### src/rtl/mem_access_unit_pkg.sv
// mem_access_unit_pkg: shared encodings for the memory-access stage.
//   - ADDR_BUS / DATA_BUS : default address and data bus widths
//   - MEM_WIDTH_*         : encodings of the mem_width request field
//   - mau_state_e         : FSM state encoding of mem_access_unit
//   - is_misaligned()     : illegal low-address-bit check for an access width
package mem_access_unit_pkg;

  localparam int unsigned ADDR_BUS = 32;
  localparam int unsigned DATA_BUS = 32;

  localparam logic [1:0] MEM_WIDTH_BYTE = 2'd0;
  localparam logic [1:0] MEM_WIDTH_HALF = 2'd1;
  localparam logic [1:0] MEM_WIDTH_WORD = 2'd2;
  // 2'd3 is reserved and behaves as a word access.

  typedef enum logic [1:0] {
    StIdle = 2'd0,
    StBus  = 2'd1,
    StDone = 2'd2
  } mau_state_e;

  function automatic logic is_misaligned(logic [1:0] width, logic [1:0] addr_lo);
    logic mis;
    case (width)
      MEM_WIDTH_BYTE: mis = 1'b0;
      MEM_WIDTH_HALF: mis = addr_lo[0];
      default:        mis = (addr_lo != 2'b00);
    endcase
    return mis;
  endfunction

endpackage

### src/rtl/mem_access_unit_if.sv
// mem_access_unit_if: multi-cycle data-memory bus.
//   bus_req   : request held high until bus_ack
//   bus_we    : 1 = write
//   bus_addr  : word-aligned address
//   bus_be    : byte enables, one per 8-bit lane
//   bus_wdata : lane-replicated write data
//   bus_ack   : completion from the memory side
//   bus_rdata : read data, valid with bus_ack
// master = requester (mem_access_unit), slave = memory.
interface mem_access_unit_if #(
  parameter int unsigned ADDR_WIDTH = 32,
  parameter int unsigned DATA_WIDTH = 32
);
  logic                  bus_req;
  logic                  bus_we;
  logic [ADDR_WIDTH-1:0] bus_addr;
  logic [3:0]            bus_be;
  logic [DATA_WIDTH-1:0] bus_wdata;
  logic                  bus_ack;
  logic [DATA_WIDTH-1:0] bus_rdata;

  modport master (
    output bus_req, bus_we, bus_addr, bus_be, bus_wdata,
    input  bus_ack, bus_rdata
  );

  modport slave (
    input  bus_req, bus_we, bus_addr, bus_be, bus_wdata,
    output bus_ack, bus_rdata
  );
endinterface

### src/rtl/mem_lane_align.sv
// mem_lane_align: combinational lane steering for 32-bit byte-addressed memory.
//   width       : access width (MEM_WIDTH_*; reserved value acts as word)
//   addr_lo     : addr[1:0] of the access
//   sign_extend : 1 = sign-extend loaded byte/half, 0 = zero-extend
//   store_data  : right-aligned store data
//   load_raw    : raw 32-bit word from the bus
//   byte_en     : byte enables for the access
//   store_lanes : store data replicated across all lanes
//   load_data   : selected and extended load result
// Half accesses use addr_lo[1] only; word accesses ignore addr_lo.
module mem_lane_align
  import mem_access_unit_pkg::*;
(
  input  logic [1:0]          width,
  input  logic [1:0]          addr_lo,
  input  logic                sign_extend,
  input  logic [DATA_BUS-1:0] store_data,
  input  logic [DATA_BUS-1:0] load_raw,
  output logic [3:0]          byte_en,
  output logic [DATA_BUS-1:0] store_lanes,
  output logic [DATA_BUS-1:0] load_data
);

  logic [7:0]  sel_byte;
  logic [15:0] sel_half;

  always_comb begin
    byte_en     = 4'b1111;
    store_lanes = store_data;
    load_data   = load_raw;
    sel_byte    = load_raw[{addr_lo, 3'b000} +: 8];
    sel_half    = addr_lo[1] ? load_raw[31:16] : load_raw[15:0];
    unique case (width)
      MEM_WIDTH_BYTE: begin
        byte_en     = 4'b0001 << addr_lo;
        store_lanes = {4{store_data[7:0]}};
        load_data   = {{24{sign_extend & sel_byte[7]}}, sel_byte};
      end
      MEM_WIDTH_HALF: begin
        byte_en     = addr_lo[1] ? 4'b1100 : 4'b0011;
        store_lanes = {2{store_data[15:0]}};
        load_data   = {{16{sign_extend & sel_half[15]}}, sel_half};
      end
      default: begin
        byte_en     = 4'b1111;
        store_lanes = store_data;
        load_data   = load_raw;
      end
    endcase
  end

endmodule

### src/rtl/mem_access_unit.sv
// mem_access_unit: memory-access stage responder. Captures a load/store from the
// execute-to-memory register, runs it on the multi-cycle bus and returns the
// extended load result.
//   clk, rst_n   : clock, asynchronous active-low reset
//   flush        : discard the current or pending result
//   mem_enable   : request present; mem_rw 1 = store, 0 = load
//   mem_width    : 0 byte, 1 half, 2 word, 3 reserved (word)
//   sign_extend  : load extension mode
//   addr         : byte address; write_data: right-aligned store data
//   stall_req    : holds the upstream pipeline
//   read_data    : extended load result, held until the next completed load
//   read_valid   : one-cycle load-result strobe
//   mem_fault    : one-cycle fault strobe (bus timeout, or misalignment)
//   bus          : data-memory bus, master side
// Optional feature macro: MEM_ALIGN_EXC_EN -- misaligned half/word accesses skip
// the bus and raise mem_fault. Without it, illegal low address bits are ignored.
module mem_access_unit
  import mem_access_unit_pkg::*;
#(
  parameter int unsigned ADDR_WIDTH     = ADDR_BUS,
  parameter int unsigned DATA_WIDTH     = DATA_BUS,
  parameter int unsigned TIMEOUT_CYCLES = 255
) (
  input  logic                  clk,
  input  logic                  rst_n,
  input  logic                  flush,
  input  logic                  mem_enable,
  input  logic                  mem_rw,
  input  logic [1:0]            mem_width,
  input  logic                  sign_extend,
  input  logic [ADDR_WIDTH-1:0] addr,
  input  logic [DATA_WIDTH-1:0] write_data,
  output logic                  stall_req,
  output logic [DATA_WIDTH-1:0] read_data,
  output logic                  read_valid,
  output logic                  mem_fault,
  mem_access_unit_if.master     bus
);

  localparam int unsigned CntW = (TIMEOUT_CYCLES < 2) ? 1 : $clog2(TIMEOUT_CYCLES);
  localparam logic [CntW-1:0] CntLast = CntW'(TIMEOUT_CYCLES - 1);

  mau_state_e state_q, state_d;
  logic [CntW-1:0]       cnt_q, cnt_d;
  logic                  fault_q, fault_d;
  logic                  discard_q, discard_d;
  logic [ADDR_WIDTH-1:0] addr_q;
  logic [1:0]            width_q;
  logic                  rw_q;
  logic                  sext_q;
  logic [DATA_WIDTH-1:0] wdata_q;
  logic [DATA_WIDTH-1:0] read_data_q;

  logic                  accept;
  logic                  capture;
  logic                  load_upd;
  logic                  misaligned;
  logic                  in_bus;
  logic                  in_done;
  logic [3:0]            lane_be;
  logic [DATA_WIDTH-1:0] lane_wdata;
  logic [DATA_WIDTH-1:0] lane_rdata;

`ifdef MEM_ALIGN_EXC_EN
  assign misaligned = is_misaligned(mem_width, addr[1:0]);
`else
  assign misaligned = 1'b0;
`endif

  assign accept  = (state_q == StIdle) && mem_enable && !flush;
  assign in_bus  = (state_q == StBus);
  assign in_done = (state_q == StDone);

  // Lane steering runs from the captured request so bus outputs stay stable in BUS.
  mem_lane_align u_lane_align (
    .width       (width_q),
    .addr_lo     (addr_q[1:0]),
    .sign_extend (sext_q),
    .store_data  (wdata_q),
    .load_raw    (bus.bus_rdata),
    .byte_en     (lane_be),
    .store_lanes (lane_wdata),
    .load_data   (lane_rdata)
  );

  always_comb begin
    state_d   = state_q;
    cnt_d     = cnt_q;
    fault_d   = fault_q;
    discard_d = discard_q;
    capture   = 1'b0;
    load_upd  = 1'b0;
    unique case (state_q)
      StIdle: begin
        if (accept) begin
          capture = 1'b1;
          cnt_d   = '0;
          if (misaligned) begin
            fault_d = 1'b1;
            state_d = StDone;
          end else begin
            state_d = StBus;
          end
        end
      end
      StBus: begin
        // The bus cannot be aborted; a flush only marks the result for discard.
        if (flush) discard_d = 1'b1;
        if (bus.bus_ack) begin
          load_upd = !rw_q;
          state_d  = StDone;
        end else if (cnt_q == CntLast) begin
          fault_d = 1'b1;
          state_d = StDone;
        end else begin
          cnt_d = cnt_q + CntW'(1);
        end
      end
      StDone: begin
        fault_d   = 1'b0;
        discard_d = 1'b0;
        state_d   = StIdle;
      end
      default: state_d = StIdle;
    endcase
  end

  always_ff @(posedge clk or negedge rst_n) begin
    if (!rst_n) begin
      state_q     <= StIdle;
      cnt_q       <= '0;
      fault_q     <= 1'b0;
      discard_q   <= 1'b0;
      addr_q      <= '0;
      width_q     <= 2'b00;
      rw_q        <= 1'b0;
      sext_q      <= 1'b0;
      wdata_q     <= '0;
      read_data_q <= '0;
    end else begin
      state_q   <= state_d;
      cnt_q     <= cnt_d;
      fault_q   <= fault_d;
      discard_q <= discard_d;
      if (capture) begin
        addr_q  <= addr;
        width_q <= mem_width;
        rw_q    <= mem_rw;
        sext_q  <= sign_extend;
        wdata_q <= write_data;
      end
      if (load_upd) read_data_q <= lane_rdata;
    end
  end

  assign stall_req     = accept || in_bus;
  assign read_data     = read_data_q;
  assign read_valid    = in_done && !rw_q && !fault_q && !discard_q && !flush;
  assign mem_fault     = in_done && fault_q && !discard_q && !flush;

  assign bus.bus_req   = in_bus;
  assign bus.bus_we    = in_bus && rw_q;
  assign bus.bus_addr  = in_bus ? {addr_q[ADDR_WIDTH-1:2], 2'b00} : '0;
  assign bus.bus_be    = in_bus ? lane_be : 4'b0000;
  assign bus.bus_wdata = in_bus ? lane_wdata : '0;

endmodule

### src/flat_wrapper.sv
// flat-port wrapper written by rule: the top's interface ports become plain ports
module mem_access_unit_flat import mem_access_unit_pkg::*;
#(
  parameter int unsigned ADDR_WIDTH     = ADDR_BUS,
  parameter int unsigned DATA_WIDTH     = DATA_BUS,
  parameter int unsigned TIMEOUT_CYCLES = 255
)
  (clk, rst_n, flush, mem_enable, mem_rw, mem_width, sign_extend, addr, write_data, stall_req, read_data, read_valid, mem_fault, bus_bus_req, bus_bus_we, bus_bus_addr, bus_bus_be, bus_bus_wdata, bus_bus_ack, bus_bus_rdata);
  mem_access_unit_if #(.ADDR_WIDTH(ADDR_WIDTH), .DATA_WIDTH(DATA_WIDTH)) bus_i ();
  input  logic clk;
  input  logic rst_n;
  input  logic flush;
  input  logic mem_enable;
  input  logic mem_rw;
  input  logic [1:0] mem_width;
  input  logic sign_extend;
  input  logic [ADDR_WIDTH-1:0] addr;
  input  logic [DATA_WIDTH-1:0] write_data;
  output logic stall_req;
  output logic [DATA_WIDTH-1:0] read_data;
  output logic read_valid;
  output logic mem_fault;
  output wire logic [$bits(bus_i.bus_req)-1:0] bus_bus_req;
  output wire logic [$bits(bus_i.bus_we)-1:0] bus_bus_we;
  output wire logic [$bits(bus_i.bus_addr)-1:0] bus_bus_addr;
  output wire logic [$bits(bus_i.bus_be)-1:0] bus_bus_be;
  output wire logic [$bits(bus_i.bus_wdata)-1:0] bus_bus_wdata;
  input wire logic [$bits(bus_i.bus_ack)-1:0] bus_bus_ack;
  input wire logic [$bits(bus_i.bus_rdata)-1:0] bus_bus_rdata;
  assign bus_bus_req = bus_i.bus_req;
  assign bus_bus_we = bus_i.bus_we;
  assign bus_bus_addr = bus_i.bus_addr;
  assign bus_bus_be = bus_i.bus_be;
  assign bus_bus_wdata = bus_i.bus_wdata;
  assign bus_i.bus_ack = bus_bus_ack;
  assign bus_i.bus_rdata = bus_bus_rdata;
  mem_access_unit #(.ADDR_WIDTH(ADDR_WIDTH), .DATA_WIDTH(DATA_WIDTH), .TIMEOUT_CYCLES(TIMEOUT_CYCLES)) u_core (.clk(clk), .rst_n(rst_n), .flush(flush), .mem_enable(mem_enable), .mem_rw(mem_rw), .mem_width(mem_width), .sign_extend(sign_extend), .addr(addr), .write_data(write_data), .stall_req(stall_req), .read_data(read_data), .read_valid(read_valid), .mem_fault(mem_fault), .bus(bus_i));
endmodule
### config.mk
export PLATFORM = sky130hd
export DESIGN_NAME = mem_access_unit_flat
export DESIGN_NICKNAME = d
export VERILOG_FILES = /design/src/rtl/mem_access_unit_pkg.sv /design/src/rtl/mem_access_unit_if.sv /design/src/rtl/mem_lane_align.sv /design/src/rtl/mem_access_unit.sv /design/src/flat_wrapper.sv
export SDC_FILE = /design/constraint.sdc
export NUM_CORES = 1
export LEC_CHECK = 0
export ABC_AREA = 1
export BUFFER_PORTS_ARGS = -buffer_cell sky130_fd_sc_hd__buf_2
export CORE_ASPECT_RATIO = 0.9
export CORE_MARGIN = 2
export CORE_UTILIZATION = 25
export CTS_CLUSTER_DIAMETER = 50
export CTS_CLUSTER_SIZE = 25
export DETAILED_ROUTE_END_ITERATION = 8
export SETUP_SLACK_MARGIN = 0.1
export SYNTH_ARGS = -nofsm -noshare
export SYNTH_HDL_FRONTEND = slang
export SYNTH_SLANG_ARGS = --single-unit
export TNS_END_PERCENT = 1
### constraint.sdc
create_clock -name clk -period 2.95 [get_ports clk]
set_input_delay 0.4425 -clock clk [delete_from_list [all_inputs] [get_ports clk]]
set_output_delay 0.4425 -clock clk [all_outputs]
set_load 0.1 [all_outputs]
==> results.md, run 1 <==
- Outcome: finished clean
- Nets@finish: between 1000 and 1500
- Fin. Hold Viols: 0
- Sequential share of the synthesized area: a little under half
- Global-route wire length before repair: about 31000 um
- Vias post-DR: 5942
- Global router's overall resource usage: about 15%
- IO Count: 210
- Finish-stage setup viols: 0
- Clk slew on worst S/H paths: 70 ps
- Fillers: 2605
- Period utilization: between 80% and 90%
- EDFF count, synth: 0
- Clk_skew: approximately 5.9 ps
- CTS max path bufs: 2
- Area grow syn2layout: 32.1%
- Initial antenna violation count: 1
- Final worst slack: around 420 ps
- Total clock buffers created by CTS: 9
- PortBufs: 207
- Post-Synthesis Cells: a little under 900
- CP endpoint kind: output pin
- Grt total ovfl: 0
- # rows: between 50 and 60
- CTS Sinks: roughly 110
- Fin area: between 8000 and 9000 sq um
- Post-Route WL: just under 20000 um
- Most instantiated cells after synthesis: nand2_1 (369), dfrtp_1 (112), inv_1 (91)
- Top FF cell, synth: dfrtp_1
- Post-CTS setup buffers: 0
- Min cycle time layout: around 2500 ps
- Dpl cells: 1353
- Post-synth ARST share: between 90% and 100%
- CP Data Required Time: 2510 ps
- Detailed Place HPWL: about 15000 um
- Initial core utilization: between 20% and 30%
- Fin cells: around 1400
- Core area: roughly 24000 sq um
- Seq cells post-synth: around 110
- Root buffer cell: clkbuf_16
- Fmax: about 390 MHz
- Die footprint: around 26000 sq um
- GPL Wtd Cong: about 0.85
- Clk Latency, worst-skew pair: 360 ps
- Dpl cell area: 7700 sq um
- Hold Crit Class: input pin to flip-flop
- Max-cap viol count: 0
- RSZ-0062 raised after global routing: false
- Worst Tran Pin Value: ~700 ps
- CP max FO: 29
- Syn Area/Cell: approximately 7.0 sq um
- Rel. slew slack: between 50% and 60%
- Pre-antenna DRT Iters: 4
- CTS tree: done
- Routed vias/inst: around 4.3
- Drt first-iter violations: roughly 420
- Most frequent cell after synthesis: nand2_1
- YS warnings: 0
- Max-slew violation count: 0
- Yosys top cell by area: dfrtp_1
- Synth area leaders: dfrtp_1 (46%), nand2_1 (23%), inv_1 (5.6%)
- DRC viols: 0
- Final ANT Viol Nets: 0
- Share of the synthesized area in the top cell type: around 46%
- Die Y: about 150 um
- CTS H-tree depth: 3
- Kind of critical path: flip-flop to output pin
- Share of post-route cells with drive strength above 1: 26.1%
- Mapped Area: between 6000 and 7000 sq um
- Synth cell types: 30
- Die Span X: approximately 170 um
- Place WS: 517 ps
- WP data arrival: between 2000 and 2500 ps
- Number of global-route vias before repair: 5761
- Largest net degree at the start of global routing: 57
- Worst setup SP type: flip-flop
- Post-DR wirelength/cell: ~14 um
path summary, 6_finish.rpt:
kind / start / end / slack [ps] / cells past startpoint
worst max-delay path: u_core.state_q[1] / stall_req / 420 / 5
worst min-delay path: addr[8] / u_core.addr_q[8] / 280 / 3
worst max register to register: u_core.state_q[1] / u_core.cnt_q[5] / 740 / 8
worst min register to register: u_core.addr_q[17] / u_core.addr_q[17] / 480 / 2
max in group asynchronous: rst_n / u_core.addr_q[23] / 1650 / 3
min in group asynchronous: rst_n / u_core.read_data[11] / 540 / 2
cell families after synthesis:
logic type	Yosys count	synth area share, %
buffers and inverters	144	9.97
adder cells (fa/ha/maj)	6	1.24
other	1	0.0617
flip-flops	112	46.1
XOR/XNOR	4	0.577
AND/OR/NAND/NOR	535	36.0
AO/OA/AOI/OAI	70	6.06
through the flow:
| step | setup TNS (ps) | util, % | hold slack [ps] |
|---|---|---|---|
| CTS | 0 | 33.3 | 261 |
| global placement | 0 | 32.0 | 387 |
| finish | 0 | 33.4 | 277 |
| global route | 0 | 33.3 | 272 |
| detailed placement | 0 | 32.0 | 385 |
| floorplan | -22130 | - | 147 |
state kept, by name, summed over array words and instances, names as in the netlist:
register	cells
u_core.cnt_q	8
u_core.discard_q	1
u_core.addr_q	32
u_core.fault_q	1
u_core.read_data	32
u_core.sext_q	1
u_core.rw_q	1
u_core.wdata_q	32
u_core.width_q	2
u_core.state_q	2
worst max-delay path: stages (launching register included):
cell and delay, ps:
dfrtp_1 400, inv_1 140, ha_4 340, inv_1 290
nand2_1 130, buf_2 430
routing by layer:
layer,wire length [um],vias up,GRT usage (%),share of wire [%]
met5,0,-,0,0
met4,440,0,5.34,2.3
met3,1050,24,3.23,5.4
met2,8940,176,24.2,46
met1,9070,2726,21.0,46
li1,-,3016,-,-
cells in the final DEF, fill, tap and decap left out, drive strengths merged, types with 3 or more instances in the layout:
cell type  instances
a21oi             24
buf              218
clkbuf            11
clkinv             3
dfrtp            112
ha                 6
inv               98
nand2            371
nand3             53
nand4              6
nor2              76
nor3               3
o21ai             35
o22ai              8
or2               24
area by class of cell:
class | count | area (sq um) | share of cell area (%)
Clock buffer | 11 | 243 | 3.03
Clock inverter | 5 | 56.3 | 0.702
Timing Repair Buffer | 219 | 1460 | 18.2
Antenna cell | 1 | 2.50 | 0.0312
Sequential cell | 112 | 2800 | 34.9
Tap cell | 308 | 385 | 4.80
Multi-Input combinational cell | 617 | 2710 | 33.8
Inverter | 98 | 368 | 4.59
what timing repair did:
item	in CTS	in global routing
setup endpoints to repair	0	33
hold buffers	1	0
endpoints found under the hold margin	6	0
gates resized for setup	0	1
Power of run 1 is left out: the tool's default activity adds up to more than one toggle a clock period on the data nets, which glitch-free logic cannot reach.
==> inputs of run 2 (changes only) <==
CORE_UTILIZATION = 55   (was 25)
PLACE_DENSITY = 0.87   (was unset)
==> run 2 against run 1 <==
Die area is 53% lower. Hold slack lost 190 ps. Count of clock-buffer cells in the layout shrank 2. Highest routed layer unchanged.
==> results.md, run 2 (synthesis gave the netlist of run 1 again) <==
- Outcome: finished clean
- CP endpoint kind: output pin
- Post-CTS Hold Fix Bufs: 0 (-1)
- Min cycle time layout: 2650 ps (+116 ps)
- Post-CTS setup buffers: 0 (unchanged)
- Detailed Place HPWL: 12200 um (-17%)
- Initial core utilization: 56.2% (+31 points)
- PortBufs: 207 (unchanged)
- Area grow syn2layout: 27.6%
- Number of global-route vias before repair: 5726 (-0.61%)
- Pre-antenna DRT Iters: 5 (+1)
- Critical Path End: bus_bus_addr[19]
- Fin area: 7750 sq um (-3.4%)
- Post-Route WL: 16800 um (-14%)
- Share of post-route cells with drive strength above 1: 26.1% (about the same)
- Fin. Hold Viols: 0 (unchanged)
- Dpl cells: 1177 (-13%)
- Period utilization: 89.8% (+3.9 points)
- Rel. slew slack: 57.2% (+3.6 points)
- GPL Wtd Cong: 0.895 (+4.8%)
- Cell breakdown of the critical path: inv_1 > ha_2 > buf_4 > nand2_1 > inv_1 > buf_2
- Reg2Reg Depth: 8 (unchanged)
- CP max FO: 33 (+14%)
- Die Y: 104 um (-32%)
- Fin cells: 1192 (-13%)
- CTS-repair resized insts: 0 (unchanged)
- Dpl cell area: 7470 sq um (-2.9%)
- Drt first-iter violations: 510 (+20%)
- # rows: 36 (-33%)
- Max-slew violation count: 0 (unchanged)
- Global-route wire length before repair: 27200 um (-13%)
- Core area: 10800 sq um (-55%)
- Vias post-DR: 6124 (+3.1%)
- Clk slew on worst S/H paths: 80 ps (about the same)
- Root buffer cell: clkbuf_16
- Reg2reg setup slack: 660 ps (-80 ps)
- Buf/Inv on CP: 4 (+1)
- Most frequent CP cell: inv_1
- Clk Latency, worst-skew pair: 350 ps (about the same)
- RSZ-0062 raised after global routing: false
- Largest net degree at the start of global routing: 68 (+19%)
- WP data arrival: 2210 ps (+120 ps)
- Reg-to-reg critical path startpoint: u_core.state_q[1]
- WHS: 90.1 ps (-186 ps)
- Global router's overall resource usage: 28.2% (+13 points)
- CTS Sinks: 112 (unchanged)
- CP Launch Point: u_core.state_q[1]
- Die Span X: 115 um (-32%)
- Number of antenna diodes: 0 (-1)
- Crit-path leading delay family: buffers and inverters
- Slowest-stage cell, CP: buf_2
- Finish-stage setup viols: 0 (unchanged)
- Max-cap viol count: 0 (unchanged)
- FF-to-FF End: u_core.cnt_q[4]
- CP Data Required Time: 2510 ps (about the same)
- Post-DR wirelength/cell: 14.1 um (-1.1%)
- Final ANT Viol Nets: 0 (unchanged)
- Fillers: 915 (-65%)
- DRC viols: 0 (unchanged)
- Hold Crit Class: input pin to async pin
- Routed vias/inst: 5.14 (+19%)
- Worst Tran Pin Value: 641 ps (-54.6 ps)
- Total clock buffers created by CTS: 9 (unchanged)
- Clk_skew: 6.14 ps (+0.228 ps)
- Initial antenna violation count: 0 (-1)
- Most common cell after layout, fill and taps aside: nand2_1
- Grt total ovfl: 0 (unchanged)
- CTS tree: done
- Worst setup SP type: flip-flop
- CP peak stage delay: 420 ps (about the same)
- CTS max path bufs: 2 (unchanged)
- Most frequent cells in the layout: nand2_1 (369), buf_2 (186), dfrtp_1 (112)
- Die footprint: 11900 sq um (-53%)
- IO Count: 210 (unchanged)
- Critical path depth: 6 (+1)
- Nets@finish: 1166 (-0.17%)
- Fmax: 377 MHz (-4.4%)
- CTS H-tree depth: 3 (unchanged)
- Kind of critical path: flip-flop to output pin
==> run 2: routing by layer <==
metal	vias up	part of all wire (%)	routed length [um]	GRT usage (%)
met4	0	2.0	342	8.43
met2	251	47	7860	44.0
met3	35	7.2	1210	5.56
met1	2826	44	7360	40.2
met5	-	0	0	0
li1	3012	-	-	-
==> run 2: how the worst min path moves through the flow <==
| stage | startpoint | end | depth (start not counted) |
|---|---|---|---|
| floorplan | rst_n | u_core.addr_q[0] | 0 |
| global placement | u_core.read_data[15] | u_core.read_data[15] | 2 |
| detailed placement | u_core.addr_q[5] | u_core.addr_q[5] | 2 |
| CTS | rst_n | u_core.addr_q[14] | 1 |
| global route | rst_n | u_core.addr_q[14] | 1 |
| finish | rst_n | u_core.addr_q[14] | 1 |
==> run 2: area by class of cell <==
class	instances	area [sq um]	share of cell area, %
clock buffer	9	225	2.91
clock inverter	6	52.6	0.678
inverter	98	368	4.74
multi-input combinational	617	2700	34.8
sequential	112	2800	36.2
tap	133	166	2.15
timing repair buffer	217	1440	18.6
==> run 2: stage by stage <==
step	setup TNS, ps	setup slack, ps	util, %
2_1_floorplan	-22130	-882	-
3_3_place_gp	0	681	69.1
3_5_place_dp	0	662	69.1
4_1_cts	0	281	71.7
5_1_grt	0	106	71.7
6_report	0	300	71.7
Power of run 2 is left out for the same reason.
